==> config.mk <==
export PLATFORM = sky130hd
export DESIGN_NAME = layer_sequencer_flat
export DESIGN_NICKNAME = d
export VERILOG_FILES = /design/src/rtl/layer_seq_pkg.sv /design/src/rtl/layer_sequencer_if.sv /design/src/rtl/layer_seq_tbl.sv /design/src/rtl/layer_sequencer.sv /design/src/flat_wrapper.sv
export SDC_FILE = /design/constraint.sdc
export NUM_CORES = 1
export LEC_CHECK = 0
export ABC_AREA = 0
export BUFFER_PORTS_ARGS = -buffer_cell sky130_fd_sc_hd__buf_2
export CORE_MARGIN = 5
export CORE_UTILIZATION = 25
export DETAILED_ROUTE_END_ITERATION = 10
export REMOVE_ABC_BUFFERS = 1
export SETUP_SLACK_MARGIN = 0.05
export SLEW_MARGIN = 20
export SYNTH_ARGS = -nofsm -noshare
export SYNTH_HDL_FRONTEND = slang
export SYNTH_SLANG_ARGS = --single-unit
==> constraint.sdc <==
create_clock -name clk -period 2.65 [get_ports clk]
set_input_delay 0.265 -clock clk [delete_from_list [all_inputs] [get_ports clk]]
set_output_delay 0.265 -clock clk [all_outputs]
set_load 0.01 [all_outputs]
==> src/rtl/layer_seq_pkg.sv <==
// rtl/layer_seq_pkg.sv - opcodes, FSM states and error codes shared by the layer sequencer
package layer_seq_pkg;

   localparam logic [2:0] OP_NONE  = 3'b000;
   localparam logic [2:0] OP_CONV  = 3'b001;
   localparam logic [2:0] OP_DENSE = 3'b010;
   localparam logic [2:0] OP_POOL  = 3'b011;

   typedef enum logic [2:0] {
      S_IDLE,
      S_FETCH,
      S_START,
      S_WAIT,
      S_ADV,
      S_FIN,
      S_ERR
   } seq_state_t;

   typedef enum logic [1:0] {
      ERR_NONE    = 2'b00,
      ERR_BAD_OP  = 2'b01,
      ERR_ABORT   = 2'b10,
      ERR_TIMEOUT = 2'b11
   } err_code_t;

   function automatic logic op_valid(input logic [2:0] op);
      return (op == OP_CONV) || (op == OP_DENSE) || (op == OP_POOL);
   endfunction

endpackage

==> src/rtl/layer_sequencer_if.sv <==
// rtl/layer_sequencer_if.sv - comp_sel / start_comp / comp_done handshake to the computation controller
interface layer_sequencer_if;

   logic [2:0] comp_sel;
   logic       start_comp;
   logic       comp_done;

   modport master (output comp_sel, output start_comp, input comp_done);
   modport slave  (input comp_sel, input start_comp, output comp_done);

endinterface

==> src/rtl/layer_seq_tbl.sv <==
// rtl/layer_seq_tbl.sv - layer opcode table, one write port and one asynchronous read port
module layer_seq_tbl #(
   parameter int MAX_LAYERS = 16,
   parameter int IDX_W      = $clog2(MAX_LAYERS)
) (
   input  logic             clk,
   input  logic             wr_en,
   input  logic [IDX_W-1:0] wr_addr,
   input  logic [2:0]       wr_op,
   input  logic [IDX_W-1:0] rd_addr,
   output logic [2:0]       rd_op
);

   // contents are deliberately not reset; the host loads the table before go
   logic [2:0] mem [MAX_LAYERS];

   always_ff @(posedge clk) begin
      if (wr_en) begin
         mem[wr_addr] <= wr_op;
      end
   end

   assign rd_op = mem[rd_addr];

endmodule

==> src/rtl/layer_sequencer.sv <==
// rtl/layer_sequencer.sv - steps an opcode table through the computation controller; LAYER_SEQ_TIMEOUT_EN adds a WAIT watchdog
module layer_sequencer
   import layer_seq_pkg::*;
#(
   parameter int MAX_LAYERS = 16,
   parameter int IDX_W      = $clog2(MAX_LAYERS),
   parameter int TO_W       = 20
) (
   input  logic               clk,
   input  logic               rst,
   input  logic               tbl_wr_en,
   input  logic [IDX_W-1:0]   tbl_wr_addr,
   input  logic [2:0]         tbl_wr_op,
   input  logic [IDX_W:0]     num_layers,
   input  logic               go,
   input  logic               abort,
   layer_sequencer_if.master  comp,
   output logic               busy,
   output logic               seq_done,
   output logic               err,
   output logic [1:0]         err_code,
   output logic [IDX_W-1:0]   cur_layer
);

   localparam logic [IDX_W:0] MAX_CNT = (IDX_W+1)'(MAX_LAYERS);

   seq_state_t     state;
   logic [IDX_W:0] n_q;
   logic [IDX_W:0] last_idx;
   logic [2:0]     sel_q;
   logic           start_q;
   logic           done_mask;
   logic [2:0]     tbl_rd_op;

   layer_seq_tbl #(
      .MAX_LAYERS (MAX_LAYERS),
      .IDX_W      (IDX_W)
   ) u_tbl (
      .clk     (clk),
      .wr_en   (tbl_wr_en),
      .wr_addr (tbl_wr_addr),
      .wr_op   (tbl_wr_op),
      .rd_addr (cur_layer),
      .rd_op   (tbl_rd_op)
   );

   assign last_idx        = n_q - 1'b1;
   assign comp.comp_sel   = sel_q;
   assign comp.start_comp = start_q;

`ifdef LAYER_SEQ_TIMEOUT_EN
   // trip on the cycle the counter would reach all-ones
   localparam logic [TO_W-1:0] TO_LAST = {{(TO_W-1){1'b1}}, 1'b0};
   logic [TO_W-1:0] to_cnt;
`else
   logic unused_to_w;
   assign unused_to_w = ^TO_W;
`endif

   always_ff @(posedge clk) begin
      if (rst) begin
         state     <= S_IDLE;
         n_q       <= '0;
         cur_layer <= '0;
         sel_q     <= OP_NONE;
         start_q   <= 1'b0;
         busy      <= 1'b0;
         seq_done  <= 1'b0;
         err       <= 1'b0;
         err_code  <= ERR_NONE;
         done_mask <= 1'b0;
`ifdef LAYER_SEQ_TIMEOUT_EN
         to_cnt    <= '0;
`endif
      end else begin
         start_q  <= 1'b0;
         seq_done <= 1'b0;
         if (busy && abort) begin
            state    <= S_ERR;
            sel_q    <= OP_NONE;
            busy     <= 1'b0;
            err      <= 1'b1;
            err_code <= ERR_ABORT;
         end else begin
            case (state)
               S_IDLE: begin
                  if (go) begin
                     if (num_layers == '0) begin
                        seq_done <= 1'b1;
                     end else if (num_layers > MAX_CNT) begin
                        state    <= S_ERR;
                        err      <= 1'b1;
                        err_code <= ERR_BAD_OP;
                     end else begin
                        state     <= S_FETCH;
                        n_q       <= num_layers;
                        cur_layer <= '0;
                        busy      <= 1'b1;
                        err       <= 1'b0;
                        err_code  <= ERR_NONE;
                     end
                  end
               end
               // the opcode is captured here, so later table writes cannot disturb this layer
               S_FETCH: begin
                  if (op_valid(tbl_rd_op)) begin
                     state   <= S_START;
                     sel_q   <= tbl_rd_op;
                     start_q <= 1'b1;
                  end else begin
                     state    <= S_ERR;
                     busy     <= 1'b0;
                     err      <= 1'b1;
                     err_code <= ERR_BAD_OP;
                  end
               end
               S_START: begin
                  state     <= S_WAIT;
                  done_mask <= 1'b1;
`ifdef LAYER_SEQ_TIMEOUT_EN
                  to_cnt    <= '0;
`endif
               end
               // done_mask hides a done left over from the previous layer
               S_WAIT: begin
                  done_mask <= 1'b0;
                  if (!done_mask && comp.comp_done) begin
                     state <= S_ADV;
                     sel_q <= OP_NONE;
                  end
`ifdef LAYER_SEQ_TIMEOUT_EN
                  else if (to_cnt == TO_LAST) begin
                     state    <= S_ERR;
                     sel_q    <= OP_NONE;
                     busy     <= 1'b0;
                     err      <= 1'b1;
                     err_code <= ERR_TIMEOUT;
                  end else begin
                     to_cnt <= to_cnt + 1'b1;
                  end
`endif
               end
               S_ADV: begin
                  if ({1'b0, cur_layer} == last_idx) begin
                     state    <= S_FIN;
                     seq_done <= 1'b1;
                  end else begin
                     state     <= S_FETCH;
                     cur_layer <= cur_layer + 1'b1;
                  end
               end
               S_FIN: begin
                  state <= S_IDLE;
                  busy  <= 1'b0;
               end
               S_ERR: begin
                  state <= S_IDLE;
               end
               default: begin
                  state <= S_IDLE;
                  busy  <= 1'b0;
               end
            endcase
         end
      end
   end

endmodule

==> src/flat_wrapper.sv <==
// flat-port wrapper written by rule: the top's interface ports become plain ports
module layer_sequencer_flat import layer_seq_pkg::*;
#(
   parameter int MAX_LAYERS = 16,
   parameter int IDX_W      = $clog2(MAX_LAYERS),
   parameter int TO_W       = 20
)
  (clk, rst, tbl_wr_en, tbl_wr_addr, tbl_wr_op, num_layers, go, abort, busy, seq_done, err, err_code, cur_layer, comp_comp_sel, comp_start_comp, comp_comp_done);
  layer_sequencer_if comp_i ();
  input  logic clk;
  input  logic rst;
  input  logic tbl_wr_en;
  input  logic [IDX_W-1:0] tbl_wr_addr;
  input  logic [2:0] tbl_wr_op;
  input  logic [IDX_W:0] num_layers;
  input  logic go;
  input  logic abort;
  output logic busy;
  output logic seq_done;
  output logic err;
  output logic [1:0] err_code;
  output logic [IDX_W-1:0] cur_layer;
  output wire logic [$bits(comp_i.comp_sel)-1:0] comp_comp_sel;
  output wire logic [$bits(comp_i.start_comp)-1:0] comp_start_comp;
  input wire logic [$bits(comp_i.comp_done)-1:0] comp_comp_done;
  assign comp_comp_sel = comp_i.comp_sel;
  assign comp_start_comp = comp_i.start_comp;
  assign comp_i.comp_done = comp_comp_done;
  layer_sequencer #(.MAX_LAYERS(MAX_LAYERS), .IDX_W(IDX_W), .TO_W(TO_W)) u_core (.clk(clk), .rst(rst), .tbl_wr_en(tbl_wr_en), .tbl_wr_addr(tbl_wr_addr), .tbl_wr_op(tbl_wr_op), .num_layers(num_layers), .go(go), .abort(abort), .comp(comp_i), .busy(busy), .seq_done(seq_done), .err(err), .err_code(err_code), .cur_layer(cur_layer));
endmodule
Word level (Yosys, flattened, before mapping). Memory sizes are Yosys's and may differ from the RTL's. A register that Yosys moved wholly into a read port is not among the register bits. Cells that the tools add are included.

ROM bits: 0. RAM bits: 48. Memories: 1. Logic and storage cells: 108. Latch bits: 0. Input bits: 18. Bits in registers: 22.

Magnitude comparators: 1. Shift-type cells: 0. Mux-type cells: 43. Div/mod/pow operators: 0. Reduce and logical (&&, ||, !) cells: 24. Add/sub/neg operators: 2. Equal/unequal tests: 20. Multiply operators: 0. Bitwise logic cells: 5.

Memory list: u_core.u_tbl.mem (depth 16, bits a word 3, read ports 1, clocked after Yosys merged registers in 1, write ports 1, RTL line layer_seq_tbl.sv:15) `logic [2:0] mem [MAX_LAYERS];`.

Operator list (count): 2-to-1 mux 3 bit (9); 2-to-1 mux 4 bit (6); 2-to-1 mux 1 bit (16); case mux 3 bit (5 select lines) (1); equality test 3 x 2 -> 1 bit (second input constant) (4); inequality test 2 bit (second input constant) (5); AND reduction 5 bit (2); inequality test 3 x 2 -> 1 bit (second input constant) (3); AND reduction 3 bit (3); 2-to-1 mux 2 bit (4); case mux 4 bit (2 select lines) (1); AND reduction 4 bit (2); nonzero test 2 bit (4); equality test 3 x 1 -> 1 bit (second input constant) (2); equality test 3 bit (second input constant) (2); case mux 1 bit (2 select lines) (3); case mux 3 bit (2 select lines) (1); AND reduction 6 bit (1); equality test 4 x 5 -> 1 bit (1); > comparator 5 bit (second input constant) (1); zero test 5 bit (1); inverter 1 bit (5); subtractor 5 x 1 -> 5 bit (second input constant) (1); adder 4 x 1 -> 4 bit (second input constant) (1); 13 further kinds (16).

Logic depth before layout (Yosys ltp). Gate-level depths: netlist of the first run.

Depth in word-level cells: 7. Mapped depth: 9.

Cells and area by module. From an unflattened synthesis of the first run, not the netlist that was laid out.

Cell total of the unflattened synthesis: 236. Area total of the unflattened synthesis: 3133.0 um^2.

By module, submodules not included: layer_seq_tbl (cells an instance 100, instances 1, sequential area each 1441.4 um^2, area each 1951.9 um^2); layer_sequencer (cells an instance 136, instances 1, sequential area each 440.4 um^2, area each 1181.1 um^2).

Worst setup path before layout of the first run. Ideal clock, no wire load.

Path kind: reg-to-reg. From: register u_core.cur_layer[3]. To: register with a tool-made name. Data arrival time: 1.990 ns. Slack: 0.540 ns. Period minus slack after synthesis: 2.110 ns. Path buffers: 0. Cell stages (with the launch flop): 7. Data required time: 2.531 ns. Cells stage by stage: dfxtp_1 or3_1 nand4_1 a21oi_1 o311a_4 or4_1 a31o_1.

RTL lines: start: declaration (RTL line layer_sequencer.sv:22) `output logic [IDX_W-1:0] cur_layer`; start signal: assignment (RTL line layer_sequencer.sv:149) `cur_layer <= cur_layer + 1'b1;`.

==> results of run 1 <==
[sequential cells by signal (all words and copies together), names as in the netlist, named ones only]
| signal | count |
|---|---|
| u_core.n_q | 5 |
| u_core.seq_done | 1 |
| u_core.comp.comp_sel | 3 |
| u_core.done_mask | 1 |
| u_core.cur_layer | 4 |
| u_core.u_tbl.mem | 48 |
| u_core.err | 1 |
| u_core.err_code | 2 |
| u_core.comp.start_comp | 1 |
| u_core.busy | 1 |
| u_core.state | 3 |
[metal layers]
metal / part of all wire (%) / up-vias / GRT usage, %
li1: - / 1015 / -
met1: 48 / 1006 / 12.1
met2: 45 / 49 / 14.4
met3: 6.1 / 7 / 3.98
met4: 1.2 / 0 / 2.56
met5: 0 / - / 0
[layout make-up]
type                            count  area, um^2  area share (%)
Tap cell                          172         215            5.57
Sequential cell                    74        1960            50.8
Multi-Input combinational cell    163        1180            30.4
Timing Repair Buffer               33         173            4.47
Clock buffer                        9         225            5.83
Inverter                            8        30.0           0.777
Clock inverter                      7        83.8            2.17
[power breakdown]
| group | switching [W] | internal [W] |
|---|---|---|
| clock network | 0.000492 | 0.000746 |
| registers | 0.0000474 | 0.00127 |
| logic | 0.000154 | 0.000119 |
[worst register-to-register path, cell delays in order, from the launching register on]
cell and delay (ps):
dfxtp_1 680, buf_4 240, mux4_2 500, a22oi_1 170, and3_1 210, a211oi_2 120, a211oi_1 260, o31a_2 150
[cells in the mapped netlist, drive strengths merged]
cell type	instances	area, um^2
a211oi	3	27.5
a21oi	11	55.1
a22o	1	8.76
a22oi	2	15.0
a31o	1	8.76
and2	2	12.5
and3	4	25.0
buf	2	16.3
clkbuf	4	15.0
dfxtp	26	521
edfxtp	48	1440
ha	4	50.1
inv	8	30.0
mux2	1	11.3
mux2i	8	80.1
mux4	12	270
nand2	18	67.6
nand2b	6	37.5
nand3	7	35.0
nand3b	3	22.5
nand4	2	12.5
nor2	33	124
nor2b	6	37.5
nor3	11	55.1
nor4	2	12.5
o21a	1	7.51
o21ai	8	40.0
o21ba	1	10.0
o221a	1	11.3
o2bb2ai	1	8.76
o311a	1	21.3
o31a	1	10.0
o41ai	1	8.76
or3	1	6.26
or3b	1	8.76
or4	4	31.3
xnor2	5	43.8
[metrics by stage]
step / cells / hold WS [ps] / total power, W / cell area, um^2
2_1_floorplan: 245 / 334 / 0.00152 / 3170
3_3_place_gp: 450 / 457 / 0.00161 / 3560
3_5_place_dp: 450 / 452 / 0.00162 / 3560
4_1_cts: 466 / 179 / 0.00286 / 3860
5_1_grt: 466 / 225 / 0.00295 / 3860
6_report: 466 / 187 / 0.00283 / 3860
[logic make-up (layout without fill, tap and decap cells)]
kind of cell / Yosys count / count (layout) / share of synthesized area (%)
simple gates: 100 / 100 / 15.3
fa+ha+maj: 4 / 4 / 1.56
buf+inv: 14 / 57 / 1.92
mux: 21 / 21 / 11.3
compound gates: 33 / 33 / 7.27
xor+xnor: 5 / 5 / 1.37
flops: 74 / 74 / 61.3
[path summary, 6_finish.rpt]
path,start,endpoint,slack [ps],cells after the start
worst max-delay path,flip-flop,u_core.state[2],270,7
worst min-delay path,num_layers[3],u_core.n_q[3],190,3
worst max register to register,flip-flop,u_core.state[2],270,7
worst min register to register,u_core.comp.comp_sel[1],u_core.comp.comp_sel[1],450,2
[layout by cell type, fill, tap and decap left out, drive strengths merged, types with 2 or more instances in the layout]
| cell type | Yosys | final |
|---|---|---|
| a211oi | 3 | 3 |
| a21oi | 11 | 11 |
| a22oi | 2 | 2 |
| and2 | 2 | 2 |
| and3 | 4 | 4 |
| buf | 2 | 33 |
| clkbuf | 4 | 9 |
| dfxtp | 26 | 26 |
| edfxtp | 48 | 48 |
| ha | 4 | 4 |
| inv | 8 | 12 |
| mux2i | 8 | 8 |
| mux4 | 12 | 12 |
| nand2 | 18 | 18 |
| nand2b | 6 | 6 |
| nand3 | 7 | 7 |
| nand3b | 3 | 3 |
| nand4 | 2 | 2 |
| nor2 | 33 | 33 |
| nor2b | 6 | 6 |
| nor3 | 11 | 11 |
| nor4 | 2 | 2 |
| o21ai | 8 | 8 |
| or4 | 4 | 4 |
| xnor2 | 5 | 5 |
==> run summary, run 1 <==
kind of critical path: reg -> reg
initial antenna violation count: 0
status: complete, no violations
Crit Path Max Fanout: 10
Worst Setup Start Kind: flip-flop
die height: 123 um
Worst-Skew Late Latency: 330 ps
final core occ: 30.8%
vias in the first global route: 2115
cell family with most CP delay: compound AO/OA/AOI/OAI gates
global-route wire length before repair: 10.8 mm
Worst Tran Pin Value: 579 ps
detailed router's first-iteration violation count: 228
via count: 2077
Total GRT Usage: 9.36%
Fmax: 0.420 GHz
register area share after synthesis: 61.3%
Core ar.: 12600 um^2
Post-Syn Area: 3200 um^2
Worst Path Required: 2930 ps
Worst Skew: 5.25 ps
final setup vio count: 0
crit path time final: 2380 ps
antenna cells: 0
Pwr Density: 732 nW/um^2
Hold Buf Count CTS: 0
DRC: 0
post-CTS sizing: 0
Clock Pin Slew Worst Setup and Hold Paths: 60 ps
Cell Rows: 41
Slew Limit Fails: 0
maximum capacitance violations: 0
vias per std cell: 4.46
area grow syn2layout: 20.8%
average wire per standard cell: 13.9 um
global placement routability congestion: 0.792
Root Driver: clkbuf_16
CTS Buffer Depth: 2
Final ANT Viol Nets: 0
Syn Area/Cell: 12.7 um^2
Max VDD drop: 0.290 mV
First-pass DRT Iterations: 4
Seq cells post-synth: 74
CTS tree: done
Die X: 123 um
Final Hold Viols: 0
# H-tree levels: 3
Netlist cell types: 40
yosys warns: 0
TritonCTS buffer count: 9
final WL: 6.49 mm
fillers: 1241
Critical-path top delay cell: dfxtp_1
Crit. End Element: flip-flop
GRT overflow: 0
largest net degree at the start of global routing: 17
Ports: 31
largest stage delay on the critical path: 680 ps
DIE AREA: 15200 um^2
LEAKAGE: 1.35 nW
IO buf count: 30
pre-CTS WS: 265 ps
initial core utilization: 25.5%
Final Worst Setup Slack: 272 ps
nets@finish: 311
Post-DP HPWL: 4.79 mm
setup TNS: 0 ps
crit-path cells: buf_4, mux4_2, a22oi_1, and3_1, a211oi_2, a211oi_1, o31a_2
slew margin rel.: 61.1%
crit path buf inv count: 1
Syn Inst Count: 251
share of cells above drive strength 1: 23.5%
fin crit share: 89.7%
RSZ-0062 raised after global routing: false
worst hold path class: in -> reg
CTS Sinks: 74
Post-CTS Setup Bufs: 0
WP data arrival: 2660 ps
Power figures use the tool's default switching activity.
==> inputs of run 2 (changes only) <==
- ABC_AREA: 0 -> 1
==> run 2 against run 1 <==
Net effect:
- critical endpoint is now u_core.err
- critical path type unchanged
- clock power grew 12%
- first-iteration DRC count is 16% lower
- largest cell class unchanged
- sequential power increased by 9%
==> run summary, run 2 <==
area grow syn2layout: 18.7%
most used flip-flop cell after synthesis: edfxtp_1
top cells by area, synth: edfxtp_1 (42%), dfxtp_1 (15%), nand2_1 (8.9%)
worst hold path class: in -> reg
average wire per standard cell: 12.3 um (-12%)
Syn Area/Cell: 9.11 um^2 (-29%)
Clock Pin Slew Worst Setup and Hold Paths: 60 ps (about the same)
Seq cells post-synth: 74 (unchanged)
initial core utilization: 25.6% (+0.10 points)
total power: 0.00383 W (+35%)
DIE AREA: 16000 um^2 (+5.7%)
Metal-1 WL: 3.27 mm (+5.4%)
post-synth top area cell: edfxtp_1
RSZ-0062 raised after global routing: false
First-pass DRT Iterations: 4 (unchanged)
area share of xor/xnor cells in the synthesized design: 2.06% (+0.69 points)
Slew Limit Fails: 0 (unchanged)
Worst Tran Pin Value: 433 ps (-146 ps)
Worst Skew: 5.75 ps (+0.502 ps)
WL met3: 505 um (+28%)
detailed router's first-iteration violation count: 192 (-16%)
Post-synth EDFFs: 48 (unchanged)
largest net degree at the start of global routing: 27 (+10)
Post-DP HPWL: 4.99 mm (+4.1%)
Syn Inst Count: 373 (+49%)
largest family of logic cells by synthesized area: simple AND/OR/NAND/NOR gates
Final Hold Viols: 0 (unchanged)
Crit. End Element: flip-flop
DRC: 0 (unchanged)
# H-tree levels: 3 (unchanged)
most frequent cell after synthesis: nand2_1
Core ar.: 13300 um^2 (+5.8%)
GRT overflow: 0 (unchanged)
share of cells above drive strength 1: 15.1% (-8.4 points)
global placement routability congestion: 0.919 (+16%)
LEAKAGE: 1.71 nW (+26%)
antenna cells: 0 (unchanged)
Crit Path Max Fanout: 26 (+16)
DR top layer: met4
slew margin rel.: 71.1% (+10 points)
die height: 127 um (+2.8%)
CTS tree: done
Synth Area in Simple Gates: 24.2% (+8.9 points)
vias in the first global route: 2422 (+15%)
Worst-Skew Late Latency: 340 ps (about the same)
CP most frequent cell: nand2_1
yosys warns: 0 (unchanged)
biggest regs: u_core.u_tbl.mem x48, u_core.n_q x5, u_core.cur_layer x4
final setup vio count: 0 (unchanged)
CTS Buffer Depth: 2 (unchanged)
crit path buf inv count: 2 (+1)
final WL: 7.20 mm (+11%)
area share of the largest cell type after synthesis: 42.4% (-2.6 points)
CTS Sinks: 74 (unchanged)
crit-path cells: buf_4, nand2_1, nand2_1, nand2_1, nand3_1, nand3_1, nand2_1, inv_1, nand2_2, nand3_4, nand2_2, nand3_1, nand2_1, nor2_1
Ports: 31 (unchanged)
WP data arrival: 2150 ps (-510 ps)
kind of critical path: reg -> reg
Root Driver: clkbuf_16
Commonest cells post-synth: nand2_1 (81), inv_1 (52), edfxtp_1 (48)
Die X: 127 um (+2.8%)
Synth Area in Compound Gates: 5.63% (-1.6 points)
largest stage delay on the critical path: 410 ps (-270 ps)
Worst Path Required: 2880 ps (-50 ps)
fraction of registers with async set/reset: 0% (unchanged)
Fmax: 0.520 GHz (+24%)
setup TNS: 0 ps (unchanged)
mux share of post-synthesis cell area: 0% (-11 points)
global-route wire length before repair: 11.8 mm (+9.6%)
Hold Buf Count CTS: 0 (unchanged)
fin crit share: 72.6% (-17 points)
Worst Setup Start Kind: flip-flop
TritonCTS buffer count: 9 (unchanged)
Max VDD drop: 0.344 mV (+19%)
Final ANT Viol Nets: 0 (unchanged)
maximum capacitance violations: 0 (unchanged)
post-CTS sizing: 0 (unchanged)
most common cell after layout, fill and taps aside: nand2_1
initial antenna violation count: 0 (unchanged)
register area share after synthesis: 57.7% (-3.6 points)
nets@finish: 429 (+38%)
Post-CTS Setup Bufs: 0 (unchanged)
fillers: 1370 (+10%)
Critical-path top delay cell: dfxtp_1
post-synthesis adder-cell area fraction: 1.47% (-0.092 points)
crit path time final: 1920 ps (-455 ps)
routed wl met2: 3.28 mm (+13%)
IO buf count: 30 (unchanged)
Post-Syn Area: 3400 um^2 (+6.2%)
vias per std cell: 4.32 (-3.1%)
Top reg by flops: u_core.u_tbl.mem
number of flip-flops in the largest register: 48 (unchanged)
cell family with most CP delay: simple AND/OR/NAND/NOR gates
via count: 2535 (+22%)
Total GRT Usage: 9.33% (-0.026 points)
status: complete, no violations
Cell Rows: 42 (+2.4%)
Pwr Density: 950 nW/um^2 (+30%)
commonest cells after routing, fill and taps aside: nand2_1 (81), inv_1 (52), edfxtp_1 (48)
Netlist cell types: 33 (-18%)
## run 2: tightest hold or removal path, delay by kind of cell
kind                   cells  cell delay (ps)
buffers and inverters      2              180
AO/OA/AOI/OAI              1               60
## run 2: cells by family after synthesis
kind of cell,Yosys count
AND/OR/NAND/NOR,188
flip-flops,74
XOR/XNOR,8
buffers and inverters,65
AO/OA/AOI/OAI,34
adder cells (fa/ha/maj),4
## run 2: where the power goes
| part | internal [W] | switching, W | leakage (nW) |
|---|---|---|---|
| Clock | 0.000918 | 0.000468 | 0.162 |
| Sequential | 0.00134 | 0.000103 | 0.646 |
| Combinational | 0.000361 | 0.000639 | 0.902 |
| Total | 0.00262 | 0.00121 | 1.71 |
## run 2: cell type report
type                       instances  area, um^2  share of cell area [%]
inverter                          57         219                    5.43
multi-input combinational        234        1130                    28.1
clock buffer                       9         225                    5.58
clock inverter                     6         115                    2.85
tap                              176         220                    5.46
timing repair buffer              31         158                    3.91
sequential                        74        1960                    48.7
## run 2: metrics by stage
step | util, % | hold WS, ps | setup WS (ps) | cell area (um^2) | instances
after CTS | 30.3 | 201 | 687 | 4030 | 587
final | 30.3 | 212 | 727 | 4030 | 587
after global routing | 30.3 | 221 | 521 | 4030 | 587
after floorplan | - | 334 | 818 | 3310 | 365
after detailed placement | 27.8 | 455 | 600 | 3690 | 572
after global placement | 27.8 | 443 | 685 | 3690 | 572
## run 2: worst paths after layout
kind              slack (ps)               start  depth (start not counted)            endpoint
setup / recovery         730           flip-flop                         14          u_core.err
hold / removal           210       num_layers[4]                          3       u_core.n_q[4]
setup reg to reg         730           flip-flop                         14          u_core.err
hold reg to reg          460  u_core.err_code[1]                          2  u_core.err_code[1]
## run 2: per-layer routing
| metal | GRT usage, % | vias to the layer above |
|---|---|---|
| li1 | - | 1286 |
| met1 | 12.2 | 1164 |
| met2 | 14.0 | 73 |
| met3 | 3.19 | 12 |
| met4 | 4.10 | 0 |
| met5 | 0 | - |
